<file path="config.mk">
export PLATFORM = sky130hd
export DESIGN_NAME = uart_tx_module
export DESIGN_NICKNAME = d
export VERILOG_FILES = /design/src/rtl/uart_pkg.sv /design/src/rtl/tx_bps_module.sv /design/src/rtl/uart_tx_module.sv
export SDC_FILE = /design/constraint.sdc
export NUM_CORES = 1
export LEC_CHECK = 0
export CORE_MARGIN = 3
export CORE_UTILIZATION = 30
export CTS_CLUSTER_SIZE = 16
export DETAILED_ROUTE_END_ITERATION = 16
export PLACE_DENSITY = 0.46
export SYNTH_ARGS = -nofsm -noshare
export SYNTH_HDL_FRONTEND = slang
export SYNTH_SLANG_ARGS = --single-unit
</file>
<file path="constraint.sdc">
create_clock -name clk -period 2.8 [get_ports clk]
set_input_delay 0.56 -clock clk [delete_from_list [all_inputs] [get_ports clk]]
set_output_delay 0.56 -clock clk [all_outputs]
set_load 0.005 [all_outputs]
</file>
<file path="src/rtl/uart_pkg.sv">
// Shared UART transmitter types and frame constants.
// The PARITY state exists only when UART_TX_PARITY_EN is defined.
package uart_pkg;

  localparam int unsigned DATA_BITS  = 8;
  localparam int unsigned BIT_IDX_W  = 3;
  localparam logic        START_BIT  = 1'b0;
  localparam logic        STOP_BIT   = 1'b1;
  localparam logic        IDLE_LEVEL = 1'b1;

  typedef enum logic [2:0] {
    IDLE,
    START,
    DATA,
`ifdef UART_TX_PARITY_EN
    PARITY,
`endif
    STOP,
    DONE
  } tx_state_e;

endpackage

</file>
<file path="src/rtl/tx_bps_module.sv">
// Baud timer: counts 0..BPS_CNT-1 while enabled and flags the last cycle of each bit.
// The tick is registered one cycle early so it lines up with count == BPS_CNT-1.
module tx_bps_module #(
  parameter int unsigned BPS_CNT = 2
) (
  input  logic clk,
  input  logic rst,
  input  logic cnt_en_i,
  output logic bit_end_o
);

  localparam int unsigned CNT_W = (BPS_CNT > 2) ? $clog2(BPS_CNT) : 1;
  localparam logic [CNT_W-1:0] LAST = CNT_W'(BPS_CNT - 1);
  localparam logic [CNT_W-1:0] PRE  = CNT_W'(BPS_CNT - 2);

  logic [CNT_W-1:0] cnt_q;
  logic             tick_q;

  always_ff @(posedge clk) begin
    if (rst) begin
      cnt_q  <= '0;
      tick_q <= 1'b0;
    end else if (!cnt_en_i) begin
      cnt_q  <= '0;
      tick_q <= 1'b0;
    end else begin
      cnt_q  <= (cnt_q == LAST) ? '0 : cnt_q + CNT_W'(1);
      tick_q <= (cnt_q == PRE);
    end
  end

  assign bit_end_o = tick_q;

endmodule

</file>
<file path="src/rtl/uart_tx_module.sv">
// 8N1 UART transmitter with registered line, busy and done outputs.
// Define UART_TX_PARITY_EN to insert an even-parity bit between data and stop.
module uart_tx_module
  import uart_pkg::*;
#(
  parameter int unsigned CLK_FREQ  = 50_000_000,
  parameter int unsigned BAUD_RATE = 9600
) (
  input  logic                 clk,
  input  logic                 rst,
  input  logic                 tx_en_sig,
  input  logic [DATA_BITS-1:0] tx_data,
  output logic                 tx_pin_out,
  output logic                 tx_busy_sig,
  output logic                 tx_done_sig
);

  localparam int unsigned BPS_CNT = CLK_FREQ / BAUD_RATE;

  generate
    if (BPS_CNT < 2) begin : g_bps_check
      $error("uart_tx_module: CLK_FREQ/BAUD_RATE must be at least 2");
    end
  endgenerate

  tx_state_e              state_q, state_d;
  logic [DATA_BITS-1:0]   shift_q, shift_d;
  logic [BIT_IDX_W-1:0]   bit_idx_q, bit_idx_d;
  logic                   pin_q, pin_d;
  logic                   busy_q, busy_d;
  logic                   done_q, done_d;
  logic                   bps_en_c;
  logic                   bit_end_c;
`ifdef UART_TX_PARITY_EN
  logic                   parity_q, parity_d;
`endif

  assign bps_en_c = (state_q != IDLE) && (state_q != DONE);

  tx_bps_module #(
    .BPS_CNT (BPS_CNT)
  ) u_bps (
    .clk       (clk),
    .rst       (rst),
    .cnt_en_i  (bps_en_c),
    .bit_end_o (bit_end_c)
  );

  always_ff @(posedge clk) begin
    if (rst) begin
      state_q   <= IDLE;
      shift_q   <= '0;
      bit_idx_q <= '0;
      pin_q     <= IDLE_LEVEL;
      busy_q    <= 1'b0;
      done_q    <= 1'b0;
`ifdef UART_TX_PARITY_EN
      parity_q  <= 1'b0;
`endif
    end else begin
      state_q   <= state_d;
      shift_q   <= shift_d;
      bit_idx_q <= bit_idx_d;
      pin_q     <= pin_d;
      busy_q    <= busy_d;
      done_q    <= done_d;
`ifdef UART_TX_PARITY_EN
      parity_q  <= parity_d;
`endif
    end
  end

  // Next state; the line level is computed for the state being entered.
  always_comb begin
    state_d   = state_q;
    shift_d   = shift_q;
    bit_idx_d = bit_idx_q;
    pin_d     = pin_q;
`ifdef UART_TX_PARITY_EN
    parity_d  = parity_q;
`endif
    case (state_q)
      IDLE: begin
        pin_d = IDLE_LEVEL;
        if (tx_en_sig) begin
          state_d   = START;
          shift_d   = tx_data;
          bit_idx_d = '0;
          pin_d     = START_BIT;
`ifdef UART_TX_PARITY_EN
          parity_d  = ^tx_data;
`endif
        end
      end
      START: begin
        if (bit_end_c) begin
          state_d = DATA;
          pin_d   = shift_q[0];
        end
      end
      DATA: begin
        if (bit_end_c) begin
          if (bit_idx_q == BIT_IDX_W'(DATA_BITS - 1)) begin
`ifdef UART_TX_PARITY_EN
            state_d = PARITY;
            pin_d   = parity_q;
`else
            state_d = STOP;
            pin_d   = STOP_BIT;
`endif
          end else begin
            bit_idx_d = bit_idx_q + BIT_IDX_W'(1);
            shift_d   = shift_q >> 1;
            pin_d     = shift_q[1];
          end
        end
      end
`ifdef UART_TX_PARITY_EN
      PARITY: begin
        if (bit_end_c) begin
          state_d = STOP;
          pin_d   = STOP_BIT;
        end
      end
`endif
      STOP: begin
        if (bit_end_c) begin
          state_d = DONE;
          pin_d   = IDLE_LEVEL;
        end
      end
      DONE: begin
        state_d = IDLE;
        pin_d   = IDLE_LEVEL;
      end
      default: begin
        state_d = IDLE;
        pin_d   = IDLE_LEVEL;
      end
    endcase
    busy_d = (state_d != IDLE);
    done_d = (state_d == DONE);
  end

  assign tx_pin_out  = pin_q;
  assign tx_busy_sig = busy_q;
  assign tx_done_sig = done_q;

endmodule
</file>
==> flow_summary.ini, run 1 <==
[synth]
syn_area_per_cell_um2 = 9.115
ys_types = 34
async_flop_share_pct = 0
synth_edf_count = 0
ys_seq_area_share_pct = 45.09
syn_inst = 151
yosysWarningCount = 0
synth_flop_cell = dfxtp_1
ys_ff_latch = 31
synthesis.nets = 166
synth_area_mm2 = 0.001376

[sta]
holdWs_ns = 0.4816
setup_violations = 0
fin_worst_skew_ns = 0.004605
min_period_ns = 1.961
slew-limit-headroom_pct = 58.52
fmax_ghz = 0.5098
hold_viol = 0
finalSetupTns_ns = 0
fin_crit_sh_pct = 70.05
worstMarginPinSlew_ns = 0.6222
rsz0062_at_grt = false
maxSlewViolCount = 0

[final_layout]
syn_to_final_growth_pct = 20.18
multi_input_area_um2 = 694.4
final_cell_mix = 31 x dfxtp_1, 29 x nor2_1, 13 x clkdlybuf4s50_1, 10 x xnor2_1, 8 x a211oi_1
mostFrequentLayoutCell = dfxtp_1
antennaDiodeCount = 0
fin_nets = 180
regArea_um2 = 620.6
fillers = 457
drive_gt1_share_pct = 7.229

[pwr]
power_density_mw_per_mm2 = 588.8
vdd_ir_drop_max_mv = 0.1583
leakagePower_nw = 0.5654

[global_route]
gr-total-overflow = 0
antenna_found_initial = 0
track_usage_pct = 11.11
grt_first_pass_wirelength_um = 4547
grt_max_degree = 22
grt_pass1_vias = 1038

[die]
die_area_mm2 = 0.005436
core_mm2 = 0.004384
placementRows = 24
start_util_pct = 31.39
die_h_um = 73.73
io_pins = 14
die_w_um = 73.73

[clocking]
cts_sinks = 31
clk_pin_slew_ns = 0.06
hold_buffers = 0
clock_latency_ns = 0.28
numCtsBuffers = 5
cts_tree = built
clock_path_buffers = 2
ctsResizeCount = 0
clock-root-buffer = clkbuf_8
h-tree-depth = 2
postCtsSetupBuffers = 0

[min_path]
worstHoldPathType = register to register

[placed_design]
place.gp.congestion = 0.7787
port_buffers = 13
place_hpwl_um = 1817

[worst_setup_path]
crit_family = compound AO/OA/AOI/OAI gates
cp.buffers_inverters = 1
cp.required_ns = 2.99
crit_path_max_fanout = 21
critPathSlowestCell = o21a_1
crit_type = primary input to register
critPathMaxStageDelay_ns = 0.58
critPathCaptureType = register
cp.arrival_ns = 2.15
cp-start-kind = primary input
crit_chain = clkdlybuf4s50_1 > nor2b_1 > o21a_1 > nor2_1 > a211oi_1

[detailed_routing]
vias = 1024
wirelength_um = 2557
drcViolationCount = 0
ant_nets = 0
first_pass_iters = 4
drt_iter0_drc = 44
viasPerCell = 4.697
wire_per_inst_um = 11.73

[outcome]
run_status = complete, no violations

[run]
maxCapViolations = 0
-- cell usage after synthesis, types with 3 or more instances --
library cell | instances | area, um2
a21oi_1 | 5 | 25.02
nor2_1 | 29 | 108.9
dfxtp_1 | 31 | 620.6
nor4_1 | 4 | 25.02
xnor2_1 | 10 | 87.58
inv_1 | 5 | 18.77
nand2b_1 | 5 | 31.28
buf_2 | 4 | 20.02
mux2i_1 | 7 | 70.07
nor3_1 | 3 | 15.01
nand4_1 | 3 | 18.77
nand2_1 | 3 | 11.26
ha_1 | 4 | 50.05
nand3_1 | 7 | 35.03
a211oi_1 | 8 | 60.06
-- state kept, by name (all words and copies together), names as in the netlist --
register / count
u_bps.bit_end_o: 1
tx_busy_sig: 1
tx_done_sig: 1
shift_q: 8
state_q: 3
tx_pin_out: 1
u_bps.cnt_q: 13
bit_idx_q: 3
-- metal layers --
layer  vias to the layer above  GRT usage (%)  wire (um)
li1                        549              -          -
met1                       460          13.30       1318
met2                        13          16.83       1114
met3                         2          4.514        101
met4                         0          6.036         22
met5                         -              0          0
-- cells by family after synthesis --
group | count (synthesis) | synth area share, %
AOI/OAI and AO/OA | 18 | 9.091
adders and majority gates | 4 | 3.637
and+or+nand+nor | 67 | 25.00
buffers and inverters | 12 | 4.455
muxes | 7 | 5.091
xor gates and xnor gates | 12 | 7.636
DFF | 31 | 45.09
-- tightest hold or removal path: stages (launching register included) --
cell	delay, ns
dfxtp_1	0.32
nand2b_1	0.07
a21oi_1	0.05
-- power by group --
group | internal, W | switching (W) | total (W)
clock | 0.000288 | 0.000164 | 0.000451
combinational | 0.0000322 | 0.0000265 | 0.0000588
sequential | 0.000454 | 0.00000942 | 0.000464
total | 0.000774 | 0.000200 | 0.000974
-- final timing paths --
| check | start | end | slack (ns) | depth (start not counted) |
|---|---|---|---|---|
| worst min register to register | bit_idx_q[1]$_SDFFE_PP0P_ | bit_idx_q[1]$_SDFFE_PP0P_ | 0.48 | 2 |
| worst max-delay path | tx_en_sig | shift_q[4]$_SDFFE_PP0P_ | 0.84 | 5 |
| worst max register to register | bit_idx_q[0]$_SDFFE_PP0P_ | shift_q[4]$_SDFFE_PP0P_ | 0.96 | 6 |
| worst min-delay path | bit_idx_q[1]$_SDFFE_PP0P_ | bit_idx_q[1]$_SDFFE_PP0P_ | 0.48 | 2 |
-- layout make-up --
type,count,share of cell area (%)
inverter,5,1.135
sequential,31,37.52
clock inverter,2,2.118
tap,52,3.933
clock buffer,6,4.992
timing repair buffer,14,8.321
multi-input combinational,108,41.98
-- metrics by stage --
| stage | instances | power, W | setup WS (ns) | cell area, um2 | utilization, % |
|---|---|---|---|---|---|
| global route | 218 | 0.001026 | 0.6193 | 1654 | 37.73 |
| floorplan | 151 | 0.0005077 | 1.225 | 1376 | - |
| finish | 218 | 0.0009739 | 0.8386 | 1654 | 37.73 |
| CTS | 218 | 0.0009964 | 0.8310 | 1654 | 37.73 |
| global placement | 210 | 0.0005311 | 0.6056 | 1536 | 35.05 |
| detailed placement | 210 | 0.0005329 | 0.4977 | 1536 | 35.05 |
Note: power is estimated with default switching activity, not from simulation.
==> inputs of run 2 (changes only) <==
Clock period 2.8 ns to 1.82 ns, I/O delays scaled along.
==> run 2 against run 1 <==
  * Utilization increased by 0.63 points
  * Clock power increased by 56%
  * Total power increased by 55%
==> flow_summary.ini, run 2 (synthesis results as in run 1) <==
[die]
die_area_mm2 = 0.005436
die_h_um = 73.73
start_util_pct = 31.39
die_w_um = 73.73
io_pins = 14
placementRows = 24
core_mm2 = 0.004384

[global_route]
antenna_found_initial = 0
track_usage_pct = 10.78
grt_first_pass_wirelength_um = 4485
gr-total-overflow = 0
grt_pass1_vias = 1020
grt_max_degree = 22

[sta]
hold_viol = 0
slew-limit-headroom_pct = 77.95
fin_worst_skew_ns = 0.005993
postLayoutSetupSlackWorst_ns = 0.1352
fmax_ghz = 0.5935
finalSetupTns_ns = 0
worstMarginPinSlew_ns = 0.3277
min_period_ns = 1.685
setup_violations = 0
maxSlewViolCount = 0
fin_crit_sh_pct = 92.57
rsz0062_at_grt = false

[clocking]
clock_path_buffers = 2
cts_tree = built
ctsResizeCount = 0
clk_pin_slew_ns = 0.07
cts_sinks = 31
clock_latency_ns = 0.28
h-tree-depth = 2
clock-root-buffer = clkbuf_8
postCtsSetupBuffers = 0
hold_buffers = 0
numCtsBuffers = 5

[placed_design]
place_hpwl_um = 1796
place.gp.congestion = 0.6998
dp_worst_setup_slack_ns = 0.04358
port_buffers = 13

[run]
maxCapViolations = 0

[detailed_routing]
drcViolationCount = 0
first_pass_iters = 2
viasPerCell = 4.800
wire_per_inst_um = 11.72
vias = 1056
drt_iter0_drc = 39
ant_nets = 0
wirelength_um = 2578

[final_layout]
largest_register = u_bps.cnt_q
mostFrequentLayoutCell = dfxtp_1
fin_nets = 182
top_regs = u_bps.cnt_q: 13 flops, shift_q: 8 flops
antennaDiodeCount = 0
utilization_pct = 38.36
drive_gt1_share_pct = 8.333
syn_to_final_growth_pct = 22.18
largest_register_ff_count = 13
final_cell_mix = 31 x dfxtp_1, 29 x nor2_1, 13 x clkdlybuf4s50_1, 10 x xnor2_1, 8 x a211oi_1

[pwr]
leakagePower_nw = 0.5798
vdd_ir_drop_max_mv = 0.3014
power_density_mw_per_mm2 = 899.5

[outcome]
run_status = complete, no violations

[min_path]
worstHoldPathType = register to register

[worst_setup_path]
critPathCaptureType = register
cp.required_ns = 1.98
crit_type = register to register
cp-start-kind = register
crit_path_max_fanout = 3
cp.arrival_ns = 1.85
run 2: changes by cell type in the layout (fill, tap and decap cells not counted), sizes merged:
cell  change
buf       +2
run 2: final cells by class:
cell class	instances	area (um2)
inverter	5	18.77
multi-input combinational	108	694.4
clock buffer	6	82.58
fill	454	2703
sequential	31	620.6
tap	52	65.06
clock inverter	2	35.03
timing repair buffer	16	165.2
run 2: per-layer routing:
metal	GRT usage, %	wire length, um	vias to the layer above
li1	-	-	555
met1	13.22	1317	479
met2	15.65	1072	16
met3	4.925	138	6
met4	5.634	50	0
met5	0	0	-
run 2: per-stage QoR:
step	cells	instance area, um2	hold slack, ns	total power [W]
6_report	220	1682	0.4769	0.001513
5_1_grt	220	1682	0.5111	0.001571
4_1_cts	220	1682	0.4797	0.001537
3_5_place_dp	212	1564	0.4622	0.0008269
3_3_place_gp	212	1564	0.4596	0.0008242
2_1_floorplan	151	1376	0.4368	0.0007811
run 2: path summary, 6_finish.rpt:
kind / start / end / slack [ns] / cells after the start
max: bit_idx_q[0]$_SDFFE_PP0P_ / tx_busy_sig$_SDFF_PP0_ / 0.14 / 5
min: bit_idx_q[2]$_SDFFE_PP0P_ / bit_idx_q[2]$_SDFFE_PP0P_ / 0.48 / 2
max reg2reg: bit_idx_q[0]$_SDFFE_PP0P_ / tx_busy_sig$_SDFF_PP0_ / 0.14 / 5
min reg2reg: bit_idx_q[2]$_SDFFE_PP0P_ / bit_idx_q[2]$_SDFFE_PP0P_ / 0.48 / 2
run 2: worst max-delay path, stage by stage (launching register included):
cell	delay (ns)
dfxtp_1	0.32
ha_1	0.20
ha_1	0.20
and3_1	0.18
o311a_1	0.30
or3_1	0.36
run 2: power by group:
part	switching, W	total, W	internal, W
Clock	0.000259	0.000702	0.000443
Combinational	0.0000427	0.0000980	0.0000553
Sequential	0.0000139	0.000713	0.000699
